<file path="src/rtl/sd_xfer_sequencer_pkg.sv">
// Shared definitions for the SD transaction sequencer: state encodings, error bit positions, CMD12 index.
// Build option AUTO_CMD12_EN adds the automatic stop-command states.
package sd_xfer_sequencer_pkg;

  localparam logic [3:0] ST_IDLE      = 4'd0;
  localparam logic [3:0] ST_CMD_SEND  = 4'd1;
  localparam logic [3:0] ST_CMD_WAIT  = 4'd2;
  localparam logic [3:0] ST_DAT_START = 4'd3;
  localparam logic [3:0] ST_DAT_WAIT  = 4'd4;
  localparam logic [3:0] ST_GAP       = 4'd5;
  localparam logic [3:0] ST_DONE      = 4'd6;
  localparam logic [3:0] ST_ERR       = 4'd7;
  localparam logic [3:0] ST_STOP_SEND = 4'd8;
  localparam logic [3:0] ST_STOP_WAIT = 4'd9;

  typedef enum logic [3:0] {
    S_IDLE      = ST_IDLE,
    S_CMD_SEND  = ST_CMD_SEND,
    S_CMD_WAIT  = ST_CMD_WAIT,
    S_DAT_START = ST_DAT_START,
    S_DAT_WAIT  = ST_DAT_WAIT,
    S_GAP       = ST_GAP,
    S_DONE      = ST_DONE,
    S_ERR       = ST_ERR
`ifdef AUTO_CMD12_EN
    ,
    S_STOP_SEND = ST_STOP_SEND,
    S_STOP_WAIT = ST_STOP_WAIT
`endif
  } state_e;

  localparam int unsigned ERR_CMD_TMO = 0;
  localparam int unsigned ERR_DAT_CRC = 1;
  localparam int unsigned ERR_DAT_TMO = 2;

  localparam logic [5:0] CMD12_INDEX = 6'd12;

  // States during which the DAT path is owned by this transaction.
  function automatic logic is_dat_state(input state_e s);
    return (s == S_DAT_START) || (s == S_DAT_WAIT) || (s == S_GAP);
  endfunction

endpackage

</file>
<file path="src/rtl/sd_xfer_sequencer_timeout.sv">
// sd_xfer_timeout: loadable down-counter guarding one data block; expires when it reaches zero.
module sd_xfer_timeout #(
  parameter int unsigned TMO = 4096,
  parameter int unsigned W   = $clog2(TMO + 1)
) (
  input  logic clk_i,
  input  logic rst_ni,
  input  logic load_i,
  input  logic en_i,
  output logic expired_o
);

  localparam logic [W-1:0] LOAD_VAL = W'(TMO - 1);
  localparam logic [W-1:0] CNT_ONE  = W'(1);
  localparam logic [W-1:0] CNT_ZERO = {W{1'b0}};

  logic [W-1:0] cnt_q;
  logic [W-1:0] cnt_d;

  // Loading TMO-1 makes expiry land on the TMO-th enabled cycle.
  always_comb begin
    cnt_d = cnt_q;
    if (load_i) begin
      cnt_d = LOAD_VAL;
    end else if (en_i && (cnt_q != CNT_ZERO)) begin
      cnt_d = cnt_q - CNT_ONE;
    end else begin
      cnt_d = cnt_q;
    end
  end

  // Counter register.
  always_ff @(posedge clk_i or negedge rst_ni) begin
    if (!rst_ni) begin
      cnt_q <= CNT_ZERO;
    end else begin
      cnt_q <= cnt_d;
    end
  end

  assign expired_o = (cnt_q == CNT_ZERO);

endmodule

</file>
<file path="src/rtl/sd_xfer_sequencer.sv">
// sd_xfer_sequencer: sequences one SD transaction (command, response, block-by-block data) between CMD and DAT.
// Build option AUTO_CMD12_EN issues CMD12 automatically after the last block of a multi-block transfer.
module sd_xfer_sequencer
  import sd_xfer_sequencer_pkg::*;
#(
  parameter int unsigned CNT_W   = 16,
  parameter int unsigned DAT_TMO = 4096
) (
  input  logic             host_clk,
  input  logic             rst_L,
  input  logic             start,
  input  logic [5:0]       cmd_index,
  input  logic [31:0]      cmd_arg,
  input  logic             has_data,
  input  logic             dir_read,
  input  logic             multi_blk,
  input  logic [CNT_W-1:0] block_cnt,
  input  logic             stop_at_gap,
  input  logic             continue_req,
  input  logic             cmd_complete,
  input  logic             cmd_timeout,
  input  logic             dat_blk_done,
  input  logic             dat_crc_err,
  output logic             cmd_issue,
  output logic [5:0]       cmd_index_out,
  output logic [31:0]      cmd_arg_out,
  output logic             tx_data_init,
  output logic             rx_data_init,
  output logic             cmd_inhibit,
  output logic             dat_active,
  output logic [CNT_W-1:0] blocks_left,
  output logic             xfer_done,
  output logic             gap_evt,
  output logic [2:0]       err_code
);

  localparam logic [CNT_W-1:0] BLK_ZERO = {CNT_W{1'b0}};
  localparam logic [CNT_W-1:0] BLK_ONE  = CNT_W'(1);

  state_e           state_q, state_d;
  logic [5:0]       idx_q, idx_d;
  logic [31:0]      arg_q, arg_d;
  logic             has_data_q, has_data_d;
  logic             dir_q, dir_d;
  logic [CNT_W-1:0] blocks_q, blocks_d;
  logic [2:0]       err_q, err_d;
`ifdef AUTO_CMD12_EN
  logic             auto_stop_q, auto_stop_d;
`endif

  logic cmd_issue_q, tx_init_q, rx_init_q, inhibit_q, dat_active_q, xfer_done_q, gap_evt_q;
  logic issue_s, tmo_load_s, tmo_en_s, tmo_exp_s;

  sd_xfer_timeout #(
    .TMO (DAT_TMO)
  ) u_tmo (
    .clk_i     (host_clk),
    .rst_ni    (rst_L),
    .load_i    (tmo_load_s),
    .en_i      (tmo_en_s),
    .expired_o (tmo_exp_s)
  );

  // Next-state, transaction latches, block counter and error accumulation.
  always_comb begin
    state_d    = state_q;
    idx_d      = idx_q;
    arg_d      = arg_q;
    has_data_d = has_data_q;
    dir_d      = dir_q;
    blocks_d   = blocks_q;
    err_d      = err_q;
    tmo_load_s = 1'b0;
    tmo_en_s   = 1'b0;
`ifdef AUTO_CMD12_EN
    auto_stop_d = auto_stop_q;
`endif
    case (state_q)
      S_IDLE: begin
        if (start) begin
          state_d    = S_CMD_SEND;
          idx_d      = cmd_index;
          arg_d      = cmd_arg;
          has_data_d = has_data;
          dir_d      = dir_read;
          blocks_d   = multi_blk ? block_cnt : BLK_ONE;
          err_d      = 3'b000;
`ifdef AUTO_CMD12_EN
          auto_stop_d = multi_blk;
`endif
        end else begin
          state_d = S_IDLE;
        end
      end
      S_CMD_SEND: begin
        state_d = S_CMD_WAIT;
      end
      S_CMD_WAIT: begin
        if (cmd_timeout) begin
          state_d             = S_ERR;
          err_d[ERR_CMD_TMO]  = 1'b1;
        end else if (cmd_complete) begin
          if (has_data_q && (blocks_q != BLK_ZERO)) begin
            state_d = S_DAT_START;
          end else begin
            state_d = S_DONE;
          end
        end else begin
          state_d = S_CMD_WAIT;
        end
      end
      S_DAT_START: begin
        tmo_load_s = 1'b1;
        state_d    = S_DAT_WAIT;
      end
      S_DAT_WAIT: begin
        tmo_en_s = 1'b1;
        // A CRC error on the same cycle as block-done discards that block.
        if (dat_crc_err) begin
          state_d            = S_ERR;
          err_d[ERR_DAT_CRC] = 1'b1;
        end else if (tmo_exp_s) begin
          state_d            = S_ERR;
          err_d[ERR_DAT_TMO] = 1'b1;
        end else if (dat_blk_done) begin
          if (blocks_q != BLK_ZERO) begin
            blocks_d = blocks_q - BLK_ONE;
          end else begin
            blocks_d = blocks_q;
          end
          if (blocks_d == BLK_ZERO) begin
`ifdef AUTO_CMD12_EN
            if (auto_stop_q) begin
              state_d = S_STOP_SEND;
              idx_d   = CMD12_INDEX;
              arg_d   = 32'h0000_0000;
            end else begin
              state_d = S_DONE;
            end
`else
            state_d = S_DONE;
`endif
          end else if (stop_at_gap) begin
            state_d = S_GAP;
          end else begin
            state_d = S_DAT_START;
          end
        end else begin
          state_d = S_DAT_WAIT;
        end
      end
      S_GAP: begin
        if (continue_req) begin
          state_d = S_DAT_START;
        end else begin
          state_d = S_GAP;
        end
      end
      S_DONE: begin
        state_d = S_IDLE;
      end
      S_ERR: begin
        state_d = S_IDLE;
      end
`ifdef AUTO_CMD12_EN
      S_STOP_SEND: begin
        state_d = S_STOP_WAIT;
      end
      S_STOP_WAIT: begin
        if (cmd_timeout) begin
          state_d            = S_ERR;
          err_d[ERR_CMD_TMO] = 1'b1;
        end else if (cmd_complete) begin
          state_d = S_DONE;
        end else begin
          state_d = S_STOP_WAIT;
        end
      end
`endif
      default: begin
        state_d = S_IDLE;
      end
    endcase
  end

  // Command issue strobe follows entry into either command-send state.
  always_comb begin
`ifdef AUTO_CMD12_EN
    issue_s = (state_d == S_CMD_SEND) || (state_d == S_STOP_SEND);
`else
    issue_s = (state_d == S_CMD_SEND);
`endif
  end

  // State and transaction latches.
  always_ff @(posedge host_clk or negedge rst_L) begin
    if (!rst_L) begin
      state_q    <= S_IDLE;
      idx_q      <= 6'd0;
      arg_q      <= 32'h0000_0000;
      has_data_q <= 1'b0;
      dir_q      <= 1'b0;
      blocks_q   <= BLK_ZERO;
      err_q      <= 3'b000;
    end else begin
      state_q    <= state_d;
      idx_q      <= idx_d;
      arg_q      <= arg_d;
      has_data_q <= has_data_d;
      dir_q      <= dir_d;
      blocks_q   <= blocks_d;
      err_q      <= err_d;
    end
  end

`ifdef AUTO_CMD12_EN
  // Remembers whether the current transfer ends with an automatic CMD12.
  always_ff @(posedge host_clk or negedge rst_L) begin
    if (!rst_L) begin
      auto_stop_q <= 1'b0;
    end else begin
      auto_stop_q <= auto_stop_d;
    end
  end
`endif

  // Output strobes; data init and done pulses appear the cycle after their state.
  always_ff @(posedge host_clk or negedge rst_L) begin
    if (!rst_L) begin
      cmd_issue_q  <= 1'b0;
      tx_init_q    <= 1'b0;
      rx_init_q    <= 1'b0;
      inhibit_q    <= 1'b0;
      dat_active_q <= 1'b0;
      xfer_done_q  <= 1'b0;
      gap_evt_q    <= 1'b0;
    end else begin
      cmd_issue_q  <= issue_s;
      tx_init_q    <= (state_q == S_DAT_START) && !dir_q;
      rx_init_q    <= (state_q == S_DAT_START) && dir_q;
      inhibit_q    <= (state_d != S_IDLE);
      dat_active_q <= is_dat_state(state_d);
      xfer_done_q  <= (state_q == S_DONE);
      gap_evt_q    <= (state_q == S_DAT_WAIT) && (state_d == S_GAP);
    end
  end

  assign cmd_issue     = cmd_issue_q;
  assign cmd_index_out = idx_q;
  assign cmd_arg_out   = arg_q;
  assign tx_data_init  = tx_init_q;
  assign rx_data_init  = rx_init_q;
  assign cmd_inhibit   = inhibit_q;
  assign dat_active    = dat_active_q;
  assign blocks_left   = blocks_q;
  assign xfer_done     = xfer_done_q;
  assign gap_evt       = gap_evt_q;
  assign err_code      = err_q;

endmodule

</file>
<file path="config.mk">
export PLATFORM = sky130hd
export DESIGN_NAME = sd_xfer_sequencer
export DESIGN_NICKNAME = d
export VERILOG_FILES = /design/src/rtl/sd_xfer_sequencer_pkg.sv /design/src/rtl/sd_xfer_sequencer_timeout.sv /design/src/rtl/sd_xfer_sequencer.sv
export SDC_FILE = /design/constraint.sdc
export NUM_CORES = 1
export LEC_CHECK = 0
export ABC_AREA = 1
export CAP_MARGIN = 20
export CORE_MARGIN = 2
export CORE_UTILIZATION = 30
export CTS_BUF_LIST = sky130_fd_sc_hd__clkbuf_4 sky130_fd_sc_hd__clkbuf_8 sky130_fd_sc_hd__clkbuf_16
export CTS_CLUSTER_SIZE = 28
export DETAILED_ROUTE_END_ITERATION = 7
export GPL_ROUTABILITY_DRIVEN = 0
export SLEW_MARGIN = 20
export SYNTH_ARGS = -nofsm -noshare
export SYNTH_HDL_FRONTEND = slang
export SYNTH_SLANG_ARGS = --single-unit
export TNS_END_PERCENT = 5
</file>
<file path="constraint.sdc">
create_clock -name host_clk -period 2.47 [get_ports host_clk]
set_input_delay 0.3705 -clock host_clk [delete_from_list [all_inputs] [get_ports host_clk]]
set_output_delay 0.3705 -clock host_clk [all_outputs]
set_load 0.05 [all_outputs]
</file>
[After elaboration in Yosys (flattened, before gate mapping)]
Index checks and enable logic that the tools add are counted.
Word-level totals
  register bits after elaboration: 83
  input port bits: 66
Operators by class
  add/subtract/negate cells: 2
  eq/ne operators: 17
  muxes and demuxes: 33
  reduce and logical (&&, ||, !) cells: 22
Operator list (count)
  16-bit two-way mux: 10
  16-bit case mux with 2 select lines: 1
  13-bit two-way mux: 2
  4-bit case mux with 6 select lines: 1
  4-bit by 3-bit == test with 1-bit output, second input constant: 5
  3-bit two-way mux: 6
  16-bit zero test: 1
  4-bit two-way mux: 4
  16-bit nonzero test: 1
  16-bit by 1-bit subtractor with 16-bit output, second input constant: 1
  2-bit inequality test, second input constant: 7
  13-bit zero test: 1
  13-bit nonzero test: 1
  13-bit by 1-bit subtractor with 13-bit output, second input constant: 1
  4-bit by 2-bit == test with 1-bit output, second input constant: 3
  4-bit by 1-bit == test with 1-bit output, second input constant: 2
  1-bit two-way mux: 7
  3-bit AND reduction: 2
  2-bit nonzero test: 3
  1-bit logical AND: 5
  5-bit AND reduction: 1
  4-bit zero test: 1
  2-bit case mux with 2 select lines: 1
  4-bit AND reduction: 1
  5 further kinds: 6

[Logic depth before layout (Yosys ltp)]
  depth in word-level cells: 15
  gate-level depth with buffers: 18

[Cells and area by module]
A second synthesis with hierarchy kept.
Unflattened totals
  cells, all modules: 602
  area, all modules: 4431.8 um2
Modules (own cells, without submodules)
  sd_xfer_sequencer: instances 1, cells an instance 465, area each 3488.3 um2, sequential area each 1726.7 um2
  sd_xfer_timeout: instances 1, cells an instance 137, area each 943.4 um2, sequential area each 325.3 um2

[Worst setup path before layout]
No wires, ideal clock.
  path kind: register to register
  start point: register blocks_q[0] (netlist: blocks_left[0])
  end point: register inhibit_q (netlist: cmd_inhibit)
  library setup time: 0.127 ns
  arrival: 2.213 ns
  data required time: 2.343 ns
  path slack: 0.130 ns
  cell stages (with the launch flop): 17
  buffers on the path: 1
  path through: dfrtp_1 inv_1 ha_1 nand2_4 nor2_4 nand3_4 buf_6 nand2_2 nand2_1 nor2_2 nand3_2 nand2_1 nand2_1 nand2_2 nand3_4 nor2_1 nand2_1
Between the ends
  longest elaborated chain between the ends: 13
  elaborated cells between the ends (all ways): 18
  those cells by class: add/sub: 1; mux: 13; reduce/logical: 4
Ends and longest elaborated chain
  start, declared: line sd_xfer_sequencer.sv:45  | logic [CNT_W-1:0] blocks_q, blocks_d;
  start signal, assigned: line sd_xfer_sequencer.sv:211  | blocks_q <= blocks_d;
  16-bit by 1-bit subtractor with 16-bit output / 16-bit nonzero test (equally long branches): line sd_xfer_sequencer.sv:127, sd_xfer_sequencer.sv:103, sd_xfer_sequencer.sv:126
  16-bit two-way mux: line sd_xfer_sequencer.sv:126  | if (blocks_q != BLK_ZERO) begin
  16-bit two-way mux: line sd_xfer_sequencer.sv:125  | end else if (dat_blk_done) begin
  16-bit two-way mux: line sd_xfer_sequencer.sv:122  | end else if (tmo_exp_s) begin
  16-bit two-way mux: line sd_xfer_sequencer.sv:119  | if (dat_crc_err) begin
  16-bit two-way mux: line sd_xfer_sequencer.sv:78  | case (state_q)
  16-bit zero test: line sd_xfer_sequencer.sv:131  | if (blocks_d == BLK_ZERO) begin
  3-bit two-way mux: line sd_xfer_sequencer.sv:131
  4-bit two-way mux: line sd_xfer_sequencer.sv:125
  4-bit two-way mux: line sd_xfer_sequencer.sv:122
  4-bit two-way mux: line sd_xfer_sequencer.sv:119
  4-bit case mux with 6 select lines (*): line sd_xfer_sequencer.sv:78
  via state_d[0]: line sd_xfer_sequencer.sv:40  | state_e state_q, state_d;
  4-bit nonzero test (*): line sd_xfer_sequencer.sv:241  | inhibit_q <= (state_d != S_IDLE);
  end signal, assigned: line sd_xfer_sequencer.sv:241
  end, declared: line sd_xfer_sequencer.sv:51  | logic cmd_issue_q, tx_init_q, rx_init_q, inhibit_q, dat_active_q, xfer_done_q, gap_evt_q;
Mark *: on every way through the listed nets, which the timed path passes. The rest lies on a longest branch. The select of a mux whose other input is x is not followed.
A chain may end at the register's enable or synchronous reset.

[Worst setup path in the final report]
Same ends and word-level chain as after synthesis.

==> Implementation_results.wiki <==
{| class="wikitable"
! Metric !! Value
|-
| Routed vias || 3999
|-
| Post-Synthesis Mean Instance Area || 7.61 µm²
|-
| Cell at the root of the clock tree || sky130_fd_sc_hd__clkbuf_16
|-
| Final clock period utilization by the worst path || 89.1%
|-
| CTS tree || yes
|-
| Number of antenna repair diodes || 0
|-
| Count of clock tree sinks || 82
|-
| H-tree levels || 3
|-
| Largest driver fanout on the critical path || 13
|-
| Worst min-delay path class || reg2reg
|-
| Total overflow reported by the global router || 0
|-
| Total nets after synthesis || 615
|-
| Standard cell core area || 13700 µm²
|-
| Die Y || 122 µm
|-
| Total Neg Setup Slack || 0 ps
|-
| Startpoint-to-endpoint class of the critical path || reg2reg
|-
| Count of yosys warnings during synthesis || 0
|-
| Top cells by area, synth || sky130_fd_sc_hd__dfrtp_1 (49%), sky130_fd_sc_hd__nand2_1 (20%), sky130_fd_sc_hd__nor2_1 (4.4%)
|-
| Number of top-level pins || 130
|-
| Total of fill cells in the finished design || 1367
|-
| Count of state elements after synthesis || 82
|-
| Yosys top cell area share || 49.3%
|-
| Vias per cell || 4.61
|-
| Final net count || 751
|-
| Final setup violating endpoints || 0
|-
| Netlist area before placement || 4160 µm²
|-
| Final number of hold-violating endpoints || 0
|-
| Layout cell share with drive strength beyond 1 || 9.01%
|-
| Outcome || finished clean
|-
| Worst Path Arrival || 2430 ps
|-
| Post-synthesis cell count || 547
|-
| Pre-Repair DR Iteration Count || 5
|-
| Number of antenna violations at the first check in global routing || 0
|-
| Library cells used by synthesis || 36
|-
| Pin count of the biggest net entering global routing || 50
|-
| Total of max-cap violations || 0
|-
| Critical Path Slowest Stage Cell || sky130_fd_sc_hd__dfrtp_1
|-
| PortBufs || 129
|-
| Post-route worst hold slack || 442 ps
|-
| Area of the die || 14800 µm²
|-
| Mean routed wirelength per cell || 13.6 µm
|-
| IR Drop Worst-Case VDD || 640 µV
|-
| Cell type contributing the most total cell area after synthesis || sky130_fd_sc_hd__dfrtp_1
|-
| Endpoint class of the critical path || flip-flop
|-
| Effective utilization at floorplan || 30.3%
|-
| Maximum clock rate || 454 MHz
|-
| DIE WIDTH || 122 µm
|-
| Number of buffers added by the clock tree synthesis step || 9
|-
| Most frequent standard cell in the layout excluding fill and tap cells || sky130_fd_sc_hd__nand2_1
|-
| Worst-case headroom to the max-slew limit || 57.6%
|-
| Commonest cells after routing, fill and taps aside || sky130_fd_sc_hd__nand2_1 (225), sky130_fd_sc_hd__clkdlybuf4s50_1 (128), sky130_fd_sc_hd__dfrtp_1 (82)
|-
| Deepest clock path buffer count || 2
|-
| Wire length of the first global-routing pass || 19100 µm
|-
| Maximum single-stage delay on the critical path || 410 ps
|-
| Final max-slew violation count || 0
|-
| Leak Pwr || 2.79 nW
|-
| P per Cell Area || 1440 nW/µm²
|-
| Std-Cell Rows || 43
|-
| Clock latency at the later pin of the worst-skew pair || 350 ps
|-
| Critical path's most frequent cell || sky130_fd_sc_hd__nand2_1
|-
| Sequential share of the synthesized area || 49.3%
|-
| Crit path launch type || flip-flop
|-
| Min cycle time layout || 2200 ps
|-
| Worst clock skew || 8.01 ps
|-
| Unrepaired setup endpoints after global routing || no
|-
| Number of DRC markers after the initial detailed-route iteration || 303
|-
| Register clock-pin slew on the reported worst setup and hold paths || 60 ps
|-
| Number of global-route vias before repair || 3963
|-
| Number of antenna-violating nets in the routed design || 0
|-
| DRC errors left || 0
|-
| GRT Total Usage || 16.5%
|-
| Area added between synthesis and finish || 45.4%
|-
| Least-Margin Pin Slew || 635 ps
|-
| Required time of the critical path || 2700 ps
|-
| Sequence of cells on the critical path || inv_2, ha_2, nand2_4, nor2_4, nand3_4, buf_4, o21ai_2, nand2_1, nor2_2, nand3_2, nand2_1, nand2_1, nand2_2, nand3_4, nor2_1, nand2_1
|-
| Wirelength, routed || 11800 µm
|-
| DP Wirelength || 8640 µm
|-
| Power Total || 8.73 mW
|}
==> through the flow <==
step	utilization, %	area, µm²	cells	setup WS (ps)
finish	44.1	6050	868	270
global route	44.1	6050	868	49.1
CTS	43.8	6020	864	171
detailed placement	41.4	5680	847	193
global placement	41.4	5680	847	294
floorplan	-	4160	547	130
==> where the power goes <==
group          switching (mW)  total, mW  internal (mW)
Clock                   0.527       1.49          0.959
Combinational            3.30       4.89           1.59
Sequential              0.454       2.36           1.90
Total                    4.28       8.73           4.45
==> layer usage <==
layer / part of all wire (%) / GRT usage (%)
met5: 0 / 0
met4: 1.5 / 6.32
met3: 9.3 / 6.23
met2: 45 / 26.3
met1: 44 / 20.4
==> Yosys cell counts, drive strengths merged <==
master  number
nor3         4
dfrtp       82
a31oi        9
o22ai        7
o31ai        2
clkinv       1
o21bai       1
or2          1
nand2      233
buf          3
o311ai       1
clkbuf      14
nor2        62
o21ai       21
nand3       32
inv         45
ha           2
o211ai       2
xor2         2
a22oi        6
nand3b       1
a21oi       16
==> cells by family after synthesis <==
logic type | after synthesis | share of synthesized area (%)
xor+xnor | 2 | 0.421
buf+inv | 63 | 5.89
compound gates | 65 | 9.26
flops | 82 | 49.3
fa+ha+maj | 2 | 0.601
simple gates | 333 | 34.5
==> what timing repair did <==
| item | in CTS | in global routing |
|---|---|---|
| endpoints found under the setup margin | 0 | 2 |
| resized for setup | 0 | 3 |
| hold endpoints to repair | 15 | 0 |
| buffers inserted | 0 | 4 |
| hold buffers | 1 | 0 |
==> state kept, by name, summed over array words and instances (netlist names) <==
name           count
dir_q              1
rx_data_init       1
blocks_left       16
xfer_done          1
err_code           3
cmd_arg_out       32
cmd_index_out      6
tx_data_init       1
cmd_inhibit        1
has_data_q         1
state_q            3
cmd_issue          1
gap_evt            1
dat_active         1
u_tmo.cnt_q       13
==> worst max-delay path, delay by kind of cell (launching register included) <==
family                     cells  cell delay, ps
AOI/OAI and AO/OA              1              50
and+or+nand+nor               12            1100
adders and majority gates      1             210
DFF                            1             410
buffers and inverters          2             300
==> layout make-up <==
type / instances / area [µm²] / share of cell area, %
inverter: 46 / 173 / 2.85
sequential: 82 / 2050 / 33.9
multi-input combinational: 402 / 1870 / 30.9
clock inverter: 2 / 60.1 / 0.992
clock buffer: 14 / 269 / 4.44
timing repair buffer: 142 / 1400 / 23.2
tap: 180 / 225 / 3.72
==> final timing paths <==
check | slack (ps) | depth (start not counted) | endpoint | start
max reg2reg | 270 | 16 | cmd_inhibit$_DFF_PN0_ | blocks_left[0]$_DFFE_PN0P_
min | 440 | 1 | tx_data_init$_DFF_PN0_ | dir_q$_DFFE_PN0P_
max | 270 | 16 | cmd_inhibit$_DFF_PN0_ | blocks_left[0]$_DFFE_PN0P_
min in group asynchronous | 510 | 2 | blocks_left[13]$_DFFE_PN0P_ | rst_L
min reg2reg | 440 | 1 | tx_data_init$_DFF_PN0_ | dir_q$_DFFE_PN0P_
max in group asynchronous | 1340 | 3 | cmd_index_out[1]$_DFFE_PN0P_ | rst_L
No activity file was read; power rests on OpenSTA's default activity.
